[src/rtl/fp16_pkg.sv]
// Shared FP16 field layout, special encodings and multiplier FSM states.
package fp16_pkg;

  localparam int SIGN_BIT = 15;
  localparam int EXP_MSB  = 14;
  localparam int EXP_LSB  = 10;
  localparam int FRAC_W   = 10;
  localparam int PROD_W   = 22;
  localparam int EXP_BIAS = 15;
  localparam int EXP_MAX  = 31;

  localparam logic [15:0] FP16_QNAN    = 16'h7E00;
  localparam logic [15:0] FP16_POS_INF = 16'h7C00;

  typedef enum logic [1:0] {IDLE, MUL, NORM, DONE} state_e;

  // Subnormals share exponent 1 with the smallest normal, only the hidden bit differs.
  function automatic logic [4:0] eff_exp(input logic [15:0] x);
    return (x[EXP_MSB:EXP_LSB] == 5'd0) ? 5'd1 : x[EXP_MSB:EXP_LSB];
  endfunction

endpackage

[src/rtl/fp16_mul_normaliser.sv]
// Places the leading one of the raw 22-bit product at bit 20 and adjusts the exponent.
module fp16_mul_normaliser
  import fp16_pkg::*;
(
  input  logic [PROD_W-1:0] p_i,
  input  logic signed [7:0] e_i,
  output logic [FRAC_W-1:0] frac_o,
  output logic signed [7:0] e_o,
  output logic              zero_o
);

  logic [4:0] lz;

  always_comb begin
    // Scan upward so the highest set bit below 20 wins.
    lz = 5'd20;
    for (int i = 0; i < 20; i++)
      if (p_i[i]) lz = 5'(20 - i);

    zero_o = (p_i == '0);
    if (p_i[21]) begin
      frac_o = p_i[20:11];
      e_o    = e_i + 8'sd1;
    end else if (p_i[20]) begin
      frac_o = p_i[19:10];
      e_o    = e_i;
    end else begin
      frac_o = 10'((p_i << lz) >> 10);
      e_o    = e_i - $signed({3'b000, lz});
    end
  end

endmodule

[src/rtl/fp16_seq_multiplier.sv]
// Iterative truncating FP16 multiplier: one shift-add partial product per clock.
module fp16_seq_multiplier
  import fp16_pkg::*;
#(
  parameter int MANT_W   = 11,
  parameter int EXP_BIAS = 15
) (
  input  logic        clk,
  input  logic        rst,
  input  logic        in_valid,
  output logic        in_ready,
  input  logic [15:0] a,
  input  logic [15:0] b,
  output logic        out_valid,
  input  logic        out_ready,
  output logic [15:0] result
);

  localparam int PW = 2 * MANT_W;

  state_e            state_q, state_d;
  logic [3:0]        cnt_q;
  logic [15:0]       a_q, b_q, res_q, res_d;
  logic [PW-1:0]     p_q;
  logic [MANT_W-1:0] asig, bsig;
  logic signed [7:0] e_sum, e_n;
  logic [FRAC_W-1:0] frac;
  logic              p_zero, sign, a_inf, b_inf, a_zero, b_zero;

  assign asig = {|a_q[EXP_MSB:EXP_LSB], a_q[FRAC_W-1:0]};
  assign bsig = {|b_q[EXP_MSB:EXP_LSB], b_q[FRAC_W-1:0]};

  always_ff @(posedge clk) begin
    if (rst) state_q <= IDLE;
    else     state_q <= state_d;
  end

  always_comb begin
    state_d = state_q;
    case (state_q)
      IDLE: if (in_valid)                  state_d = MUL;
      MUL:  if (cnt_q == 4'(MANT_W - 1))   state_d = NORM;
      NORM:                                state_d = DONE;
      DONE: if (out_ready)                 state_d = IDLE;
      default:                             state_d = IDLE;
    endcase
  end

  always_comb begin
    in_ready  = (state_q == IDLE);
    out_valid = (state_q == DONE);
    result    = res_q;
  end

  always_ff @(posedge clk) begin
    if (rst) begin
      a_q   <= '0;
      b_q   <= '0;
      p_q   <= '0;
      cnt_q <= '0;
      res_q <= '0;
    end else begin
      case (state_q)
        IDLE: if (in_valid) begin
          a_q   <= a;
          b_q   <= b;
          p_q   <= '0;
          cnt_q <= '0;
        end
        MUL: begin
          if (bsig[cnt_q]) p_q <= p_q + (PW'(asig) << cnt_q);
          cnt_q <= cnt_q + 4'd1;
        end
        NORM:    res_q <= res_d;
        default: ;
      endcase
    end
  end

  assign e_sum = $signed({3'b000, eff_exp(a_q)}) + $signed({3'b000, eff_exp(b_q)})
               - 8'(EXP_BIAS);

  fp16_mul_normaliser u_norm (
    .p_i    (p_q),
    .e_i    (e_sum),
    .frac_o (frac),
    .e_o    (e_n),
    .zero_o (p_zero)
  );

  always_comb begin
    sign   = a_q[SIGN_BIT] ^ b_q[SIGN_BIT];
    a_inf  = (a_q[EXP_MSB:EXP_LSB] == 5'(EXP_MAX));
    b_inf  = (b_q[EXP_MSB:EXP_LSB] == 5'(EXP_MAX));
    a_zero = (a_q[EXP_MSB:0] == 15'd0);
    b_zero = (b_q[EXP_MSB:0] == 15'd0);
    // Specials are resolved ahead of the numeric path; NaN inputs are treated as Inf.
    if ((a_inf && b_zero) || (b_inf && a_zero)) res_d = FP16_QNAN;
    else if (a_inf || b_inf)                    res_d = {sign, FP16_POS_INF[EXP_MSB:0]};
    else if (p_zero)                            res_d = {sign, 15'd0};
    else if (e_n >= 8'(EXP_MAX))                res_d = {sign, FP16_POS_INF[EXP_MSB:0]};
    else if (e_n <= 8'sd0)                      res_d = {sign, 15'd0};
    else                                        res_d = {sign, e_n[4:0], frac};
  end

endmodule

[config.mk]
export PLATFORM = sky130hd
export DESIGN_NAME = fp16_seq_multiplier
export DESIGN_NICKNAME = d
export VERILOG_FILES = /design/src/rtl/fp16_pkg.sv /design/src/rtl/fp16_mul_normaliser.sv /design/src/rtl/fp16_seq_multiplier.sv
export SDC_FILE = /design/constraint.sdc
export NUM_CORES = 1
export LEC_CHECK = 0
export ABC_AREA = 1
export CORE_UTILIZATION = 50
export CTS_BUF_LIST = sky130_fd_sc_hd__clkbuf_16
export CTS_CLUSTER_SIZE = 12
export DETAILED_ROUTE_END_ITERATION = 8
export PLACE_DENSITY = 0.7
export SYNTH_ARGS = -nofsm -noshare
export SYNTH_HDL_FRONTEND = slang
export SYNTH_SLANG_ARGS = --single-unit
[constraint.sdc]
create_clock -name clk -period 8.26 [get_ports clk]
set_input_delay 1.652 -clock clk [delete_from_list [all_inputs] [get_ports clk]]
set_output_delay 1.652 -clock clk [all_outputs]
set_load 0.01 [all_outputs]
## After elaboration in Yosys (flattened, before gate mapping)

Cells that the tools add are included.

- Word-level logic and storage cells: 86
- Register bits: 76
- Output and inout port bits: 18
- Bits of input ports: 36

- Shift operators: 2
- $add $sub $neg: 6
- Magnitude comparators: 3
- Reductions and logical operators: 17
- Bitwise operators: 1
- Multiplexer cells: 41
- Eq/ne operators: 10

Operator list:

| cell | count |
|---|---|
| $mux 5 | 20 |
| $mux 15 | 4 |
| $mux 22 | 2 |
| $pmux 22 s2 | 1 |
| $logic_not 15->1 | 2 |
| $add 22x22->22 | 1 |
| $logic_not 22->1 | 1 |
| $shl 11x4->22 | 1 |
| $shl 22x5->20 | 1 |
| $mux 10 | 2 |
| $mux 16 | 1 |
| $mux 8 | 2 |
| $eq 5x5->1 const B | 2 |
| $logic_not 5->1 | 2 |
| $reduce_or 5->1 | 2 |
| $add 7x2->8 const B | 1 |
| $ge 8x6->1 const B | 1 |
| $le 8x1->1 const B | 1 |
| $pmux 2 s4 | 1 |
| $pmux 4 s2 | 1 |
| $sub 7x6->8 | 1 |
| $sub 6x4->7 const B | 1 |
| $add 5x5->6 | 1 |
| $mux 2 | 3 |
| 18 further kinds | 25 |

## Depth between registers and ports, before layout

- Depth after elaboration: 28
- Depth in mapped cells: 38
- Mapped depth without buffers: 38

## Hierarchy

A second synthesis with hierarchy kept.

- Cell total of the unflattened synthesis: 1194
- Area total of the unflattened synthesis: 7124.3 µm²

By module, submodules not included:

| module | cells an instance | seq. area each (µm²) | area each (µm²) | times used |
|---|---|---|---|---|
| fp16_seq_multiplier | 850 | 1521.5 | 5398.9 | 1 |
| fp16_mul_normaliser | 344 | 0.0 | 1725.4 | 1 |

## Worst setup path before layout

OpenSTA, ideal clock, no wires.

- Path type: flip-flop to flip-flop
- From: reg a_q[10]
- To: reg res_q[3], in the netlist result[3]
- Slack: 4342 ps
- Path buffers: 0
- Library setup time: 68 ps
- Data arrival time: 3850 ps
- Cell stages (with the launch flop): 31
- Data required time: 8192 ps
- Clock period less this slack: 3918 ps
- Cell sequence: dfxtp_1 -> nor3_1 -> nand3_1 -> nand2_1 -> inv_1 -> ha_1 -> inv_1 -> ha_1 -> inv_1 -> fa_1 -> inv_1 -> ha_1 -> nand2_1 -> nor2_1 -> a211oi_1 -> nor2_1 -> o21ai_1 -> nand2_1 -> o21ai_1 -> nand2_1 -> inv_2 -> nor2_2 -> nand2_2 -> inv_2 -> nand2_1 -> o21ai_1 -> nor3_2 -> nand2_2 -> a21oi_2 -> nand3_2 -> a21oi_2

- Cells in the longest elaborated chain, start to end: 13
- Elaborated cells on any way between the ends: 21
- Classes of those cells: 4 x add/sub; 2 x order compare; 1 x eq/ne; 8 x mux; 6 x reduce/logical

Ends and longest elaborated chain:

| item | RTL line | RTL |
|---|---|---|
| start, declared | fp16_seq_multiplier.sv:23 | `logic [15:0] a_q, b_q, res_q, res_d;` |
| start signal, assigned | fp16_seq_multiplier.sv:57 | `a_q <= '0;` |
| start signal, assigned | fp16_seq_multiplier.sv:65 | `a_q <= a;` |
| $logic_not 5->1 | fp16_pkg.sv:19 | `return (x[EXP_MSB:EXP_LSB] == 5'd0) ? 5'd1 : x[EXP_MSB:EXP_LSB];` |
| $mux 5 | fp16_pkg.sv:19 |  |
| $add 5x5->6 | fp16_seq_multiplier.sv:80 | `assign e_sum = $signed({3'b000, eff_exp(a_q)}) + $signed({3'b000, eff_exp(b_q)})` |
| $sub 6x4->7 | fp16_seq_multiplier.sv:81 | `- 8'(EXP_BIAS);` |
| $sub 7x6->8 | fp16_mul_normaliser.sv:29 | `e_o = e_i - $signed({3'b000, lz});` |
| $mux 8 | fp16_mul_normaliser.sv:24 | `end else if (p_i[20]) begin` |
| $mux 8 | fp16_mul_normaliser.sv:21 | `if (p_i[21]) begin` |
| $le 8x1->1 | fp16_seq_multiplier.sv:102 | `else if (e_n <= 8'sd0) res_d = {sign, 15'd0};` |
| $mux 15 | fp16_seq_multiplier.sv:102 |  |
| $mux 15 | fp16_seq_multiplier.sv:101 | `else if (e_n >= 8'(EXP_MAX)) res_d = {sign, FP16_POS_INF[EXP_MSB:0]};` |
| $mux 15 | fp16_seq_multiplier.sv:100 | `else if (p_zero) res_d = {sign, 15'd0};` |
| $mux 15 | fp16_seq_multiplier.sv:99 | `else if (a_inf \|\| b_inf) res_d = {sign, FP16_POS_INF[EXP_MSB:0]};` |
| $mux 16 (*) | fp16_seq_multiplier.sv:98 | `if ((a_inf && b_zero) \|\| (b_inf && a_zero)) res_d = FP16_QNAN;` |
| end signal, assigned | fp16_seq_multiplier.sv:74 | `NORM: res_q <= res_d;` |
| end, declared | fp16_seq_multiplier.sv:23 |  |

Every way passes the cells marked *; elsewhere a longest branch is shown, timed or not.
A chain may end at the register's enable or synchronous reset.

## Worst setup path in the final report

- From: reg p_q[1]
- To: reg res_q[5], in the netlist result[5]

- Cells in the longest elaborated chain, start to end: 28
- Elaborated cells on any way between the ends: 33
- Classes of those cells: 1 x add/sub; 2 x order compare; 1 x shift; 28 x mux; 1 x reduce/logical

Ends and longest elaborated chain:

| item | RTL line | RTL |
|---|---|---|
| start, declared | fp16_seq_multiplier.sv:24 | `logic [PW-1:0] p_q;` |
| start signal, assigned | fp16_seq_multiplier.sv:71 | `if (bsig[cnt_q]) p_q <= p_q + (PW'(asig) << cnt_q);` |
| $mux 3 | fp16_mul_normaliser.sv:18 | `if (p_i[i]) lz = 5'(20 - i);` |
| $mux 5 (18 in series) | fp16_mul_normaliser.sv:18 |  |
| $sub 7x6->8 | fp16_mul_normaliser.sv:29 |  |
| $mux 8 | fp16_mul_normaliser.sv:24 |  |
| $mux 8 | fp16_mul_normaliser.sv:21 |  |
| $le 8x1->1 | fp16_seq_multiplier.sv:102 |  |
| $mux 15 | fp16_seq_multiplier.sv:102 |  |
| $mux 15 | fp16_seq_multiplier.sv:101 |  |
| $mux 15 (*) | fp16_seq_multiplier.sv:100 |  |
| $mux 15 (*) | fp16_seq_multiplier.sv:99 |  |
| $mux 16 (*) | fp16_seq_multiplier.sv:98 |  |

Marked as above.

==> impl_metrics.yaml <==
power_and_ir_drop:
  design_power_total_mw: 2.26
  vdd.ir_drop.worst_uv: 179
  leakagePower_nw: 3.12
  pwr_density_cell_nw_per_um2: 316
critical_path:
  critical_path.n_buffers_inverters: 4
  path_class: "reg2reg"
  endpoint: "result[5]$_SDFFE_PP0P_"
  worst_r2r_endpoint: "result[5]$_SDFFE_PP0P_"
  timing.critical_path.from: "p_q[1]$_SDFFE_PP0P_"
  maximum_fanout_count_along_the_critical_path: 18
  cp.depth: 26
  worst_setup_path_end_kind: "register"
  crit_slowest_cell: "clkinv_1"
  path_delay_family: "compound AO/OA/AOI/OAI gates"
  worstSetupStartpointType: "register"
  worst-r2r-cell-count: 26
  cp.arrival_ns: 5.06
  critical_path.max_stage_delay_ns: 0.66
  cp.required_ns: 8.54
  r2r-start: "p_q[1]$_SDFFE_PP0P_"
  regToRegSetupSlack_ns: 3.47
finish:
  layout-drive-gt1-share: 0.0477
  syn_to_final_growth_pct: 13.0
  finish.net_count: 1126
  num_antenna_cells: 0
synthesis:
  seq_area_frac_synth: 0.240
  netlist-cell-type-count: 49
  yosys_warnings: 0
  syn-instance-count: 1023
  synth_top_cell_by_area: "dfxtp_1"
  postSynthNetCount: 1105
  netlist_top_cells_area: "dfxtp_1 (24%), nand2_1 (13%), a21oi_1 (8.7%)"
  synthArstFlopShare: 0
  avgSynthCellArea_um2: 6.20
  post-synth-top-area-fraction: 0.240
  ys.flop_type: "dfxtp_1"
  synth_area_um2: 6340
  ys_ff_latch: 76
  synth_enable_flop_cells: 0
outcome:
  status: "finished clean"
timing:
  slew_headroom: 0.395
  rsz0062_at_grt: "false"
  post-route-period-util: 0.579
  finalCriticalPeriod_ns: 4.79
  slew_at_the_pin_with_the_worst_max_slew_slack_ns: 0.907
  finalSetupViolations: 0
  finalHoldViolations: 0
  final.setup.tns_ns: 0
  max_clock_freq_ghz: 0.209
  clock-skew-final_ns: 0.00652
  timing.final.max_slew_violations: 0
worst_hold_path:
  hold_path.class: "reg2reg"
routing:
  routed_wl_um: 17500
  wl_per_cell_um: 14.4
  avgViaCountPerCell: 5.45
  dr_total_vias: 6638
  drt-initial-drc-count: 579
  drt_first_pass_iters: 6
  ant_nets: 0
  drt_drc_violations_left: 0
die:
  num_rows: 40
  die_height_um: 115
  floorplan.core_area_um2: 12200
  die_area_um2: 13100
  fp.dieW_um: 115
  ios: 54
  initial_core_util: 0.521
flow_run:
  max-cap-violations: 0
clocking:
  clk_pin_slew_ns: 0.06
  tritoncts: "done"
  hold_buffers: 0
  post_cts.resized_instances: 0
  postcts_setup_bufs: 0
  cts_num_sinks: 76
  h-tree-depth: 3
  clk_latency_ns: 0.35
  clock-root-buffer: "clkbuf_16"
  cts_inserted_buffers: 9
  clk_path_buf_depth: 2
global_routing:
  grtUsageTotal: 0.283
  global_route_wire_length_before_repair_um: 29200
  grt_start_max_net_pins: 52
  grt_pass1_vias: 6081
  grt_residual_overflow: 0
  antenna_found_initial: 0
place:
  dp.final_hpwl_um: 13400
  gp_congestion: 0.936
  place.port_buffers: 53
==> cells in the mapped netlist (all sizes together) (3+ instances only) <==
cell type	count
nand4	8
a31oi	7
clkbuf	32
nor3	12
xor2	7
nor2	99
xnor2	3
o21ai	133
dfxtp	76
nor4	10
o221ai	3
buf	12
o21a	3
or2	3
a21o	3
nand2	233
o22ai	11
inv	112
fa	3
ha	43
nand3	69
a211oi	5
a21oi	117
o211ai	8
==> layout by cell type, fill, tap and decap left out, types with 6 or more instances in the layout <==
cell type | synthesis | routed
clkbuf_16 | 0 | 9
a31oi_1 | 7 | 7
nand3_1 | 67 | 67
nand4_1 | 8 | 8
a21oi_2 | 7 | 7
dfxtp_1 | 76 | 76
inv_1 | 107 | 108
o21ai_1 | 24 | 24
nor4_1 | 9 | 9
clkdlybuf4s50_1 | 0 | 53
nand2_1 | 227 | 227
o22ai_1 | 11 | 11
nor3_1 | 11 | 11
nor2_1 | 96 | 96
ha_1 | 43 | 43
xor2_1 | 6 | 6
o211ai_1 | 8 | 8
a21oi_1 | 110 | 110
o21ai_0 | 107 | 107
==> state kept, by name, summed over array words and instances, names as in the netlist <==
signal and count:
result 16, state_q 2, cnt_q 4, b_q 16
a_q 16, p_q 22
==> final cells by class <==
type	count	area (µm²)
Inverter	114	428
Clock inverter	7	52.6
Sequential cell	76	1520
Fill cell	1252	5000
Timing Repair Buffer	56	553
Multi-Input combinational cell	787	4170
Tap cell	168	210
Clock buffer	9	225
==> metal layers <==
metal / global-route usage / up-vias / part of all wire
li1: - / 3486 / -
met1: 0.363 / 2905 / 0.46
met2: 0.465 / 214 / 0.45
met3: 0.0641 / 33 / 0.065
met4: 0.0970 / 0 / 0.025
met5: 0 / - / 0
==> how the worst min path moves through the flow <==
stage,start,to,cells after the start
finish,result[0]$_SDFFE_PP0P_,result[0]$_SDFFE_PP0P_,2
global placement,result[0]$_SDFFE_PP0P_,result[0]$_SDFFE_PP0P_,2
floorplan,b_q[4]$_SDFFE_PP0P_,b_q[4]$_SDFFE_PP0P_,2
global route,result[7]$_SDFFE_PP0P_,result[7]$_SDFFE_PP0P_,2
detailed placement,result[7]$_SDFFE_PP0P_,result[7]$_SDFFE_PP0P_,2
CTS,result[0]$_SDFFE_PP0P_,result[0]$_SDFFE_PP0P_,2
==> per-stage QoR <==
step / instance area, µm² / hold WS [ns] / worst slack (ns) / instances / util
after floorplan: 6340 / 0.445 / 4.34 / 1023 / -
after global placement: 6890 / 0.457 / 3.75 / 1201 / 0.566
after detailed placement: 6890 / 0.458 / 3.60 / 1201 / 0.566
after CTS: 7160 / 0.467 / 3.58 / 1217 / 0.589
after global routing: 7160 / 0.484 / 2.96 / 1217 / 0.589
final: 7160 / 0.463 / 3.47 / 1217 / 0.589
==> cell families (layout without fill, tap and decap cells) <==
family	after synthesis	in the layout	share of synthesized area
DFF	76	76	0.240
adders and majority gates	46	46	0.0944
and+or+nand+nor	436	436	0.294
xor gates and xnor gates	10	10	0.0162
muxes	2	2	0.00316
buffers and inverters	160	186	0.102
AOI/OAI and AO/OA	293	293	0.251
==> report_power, final <==
part | internal, mW | switching [mW] | leakage, nW
Clock | 0.204 | 0.175 | 0.129
Sequential | 0.430 | 0.0547 | 0.621
Combinational | 0.478 | 0.920 | 2.37
==> tightest hold or removal path: cells and delay by family, from the launching register on <==
family,cells,cell delay [ns]
compound gates,1,0.05
flops,1,0.31
simple gates,1,0.06
(Power assumes the default switching activity.)
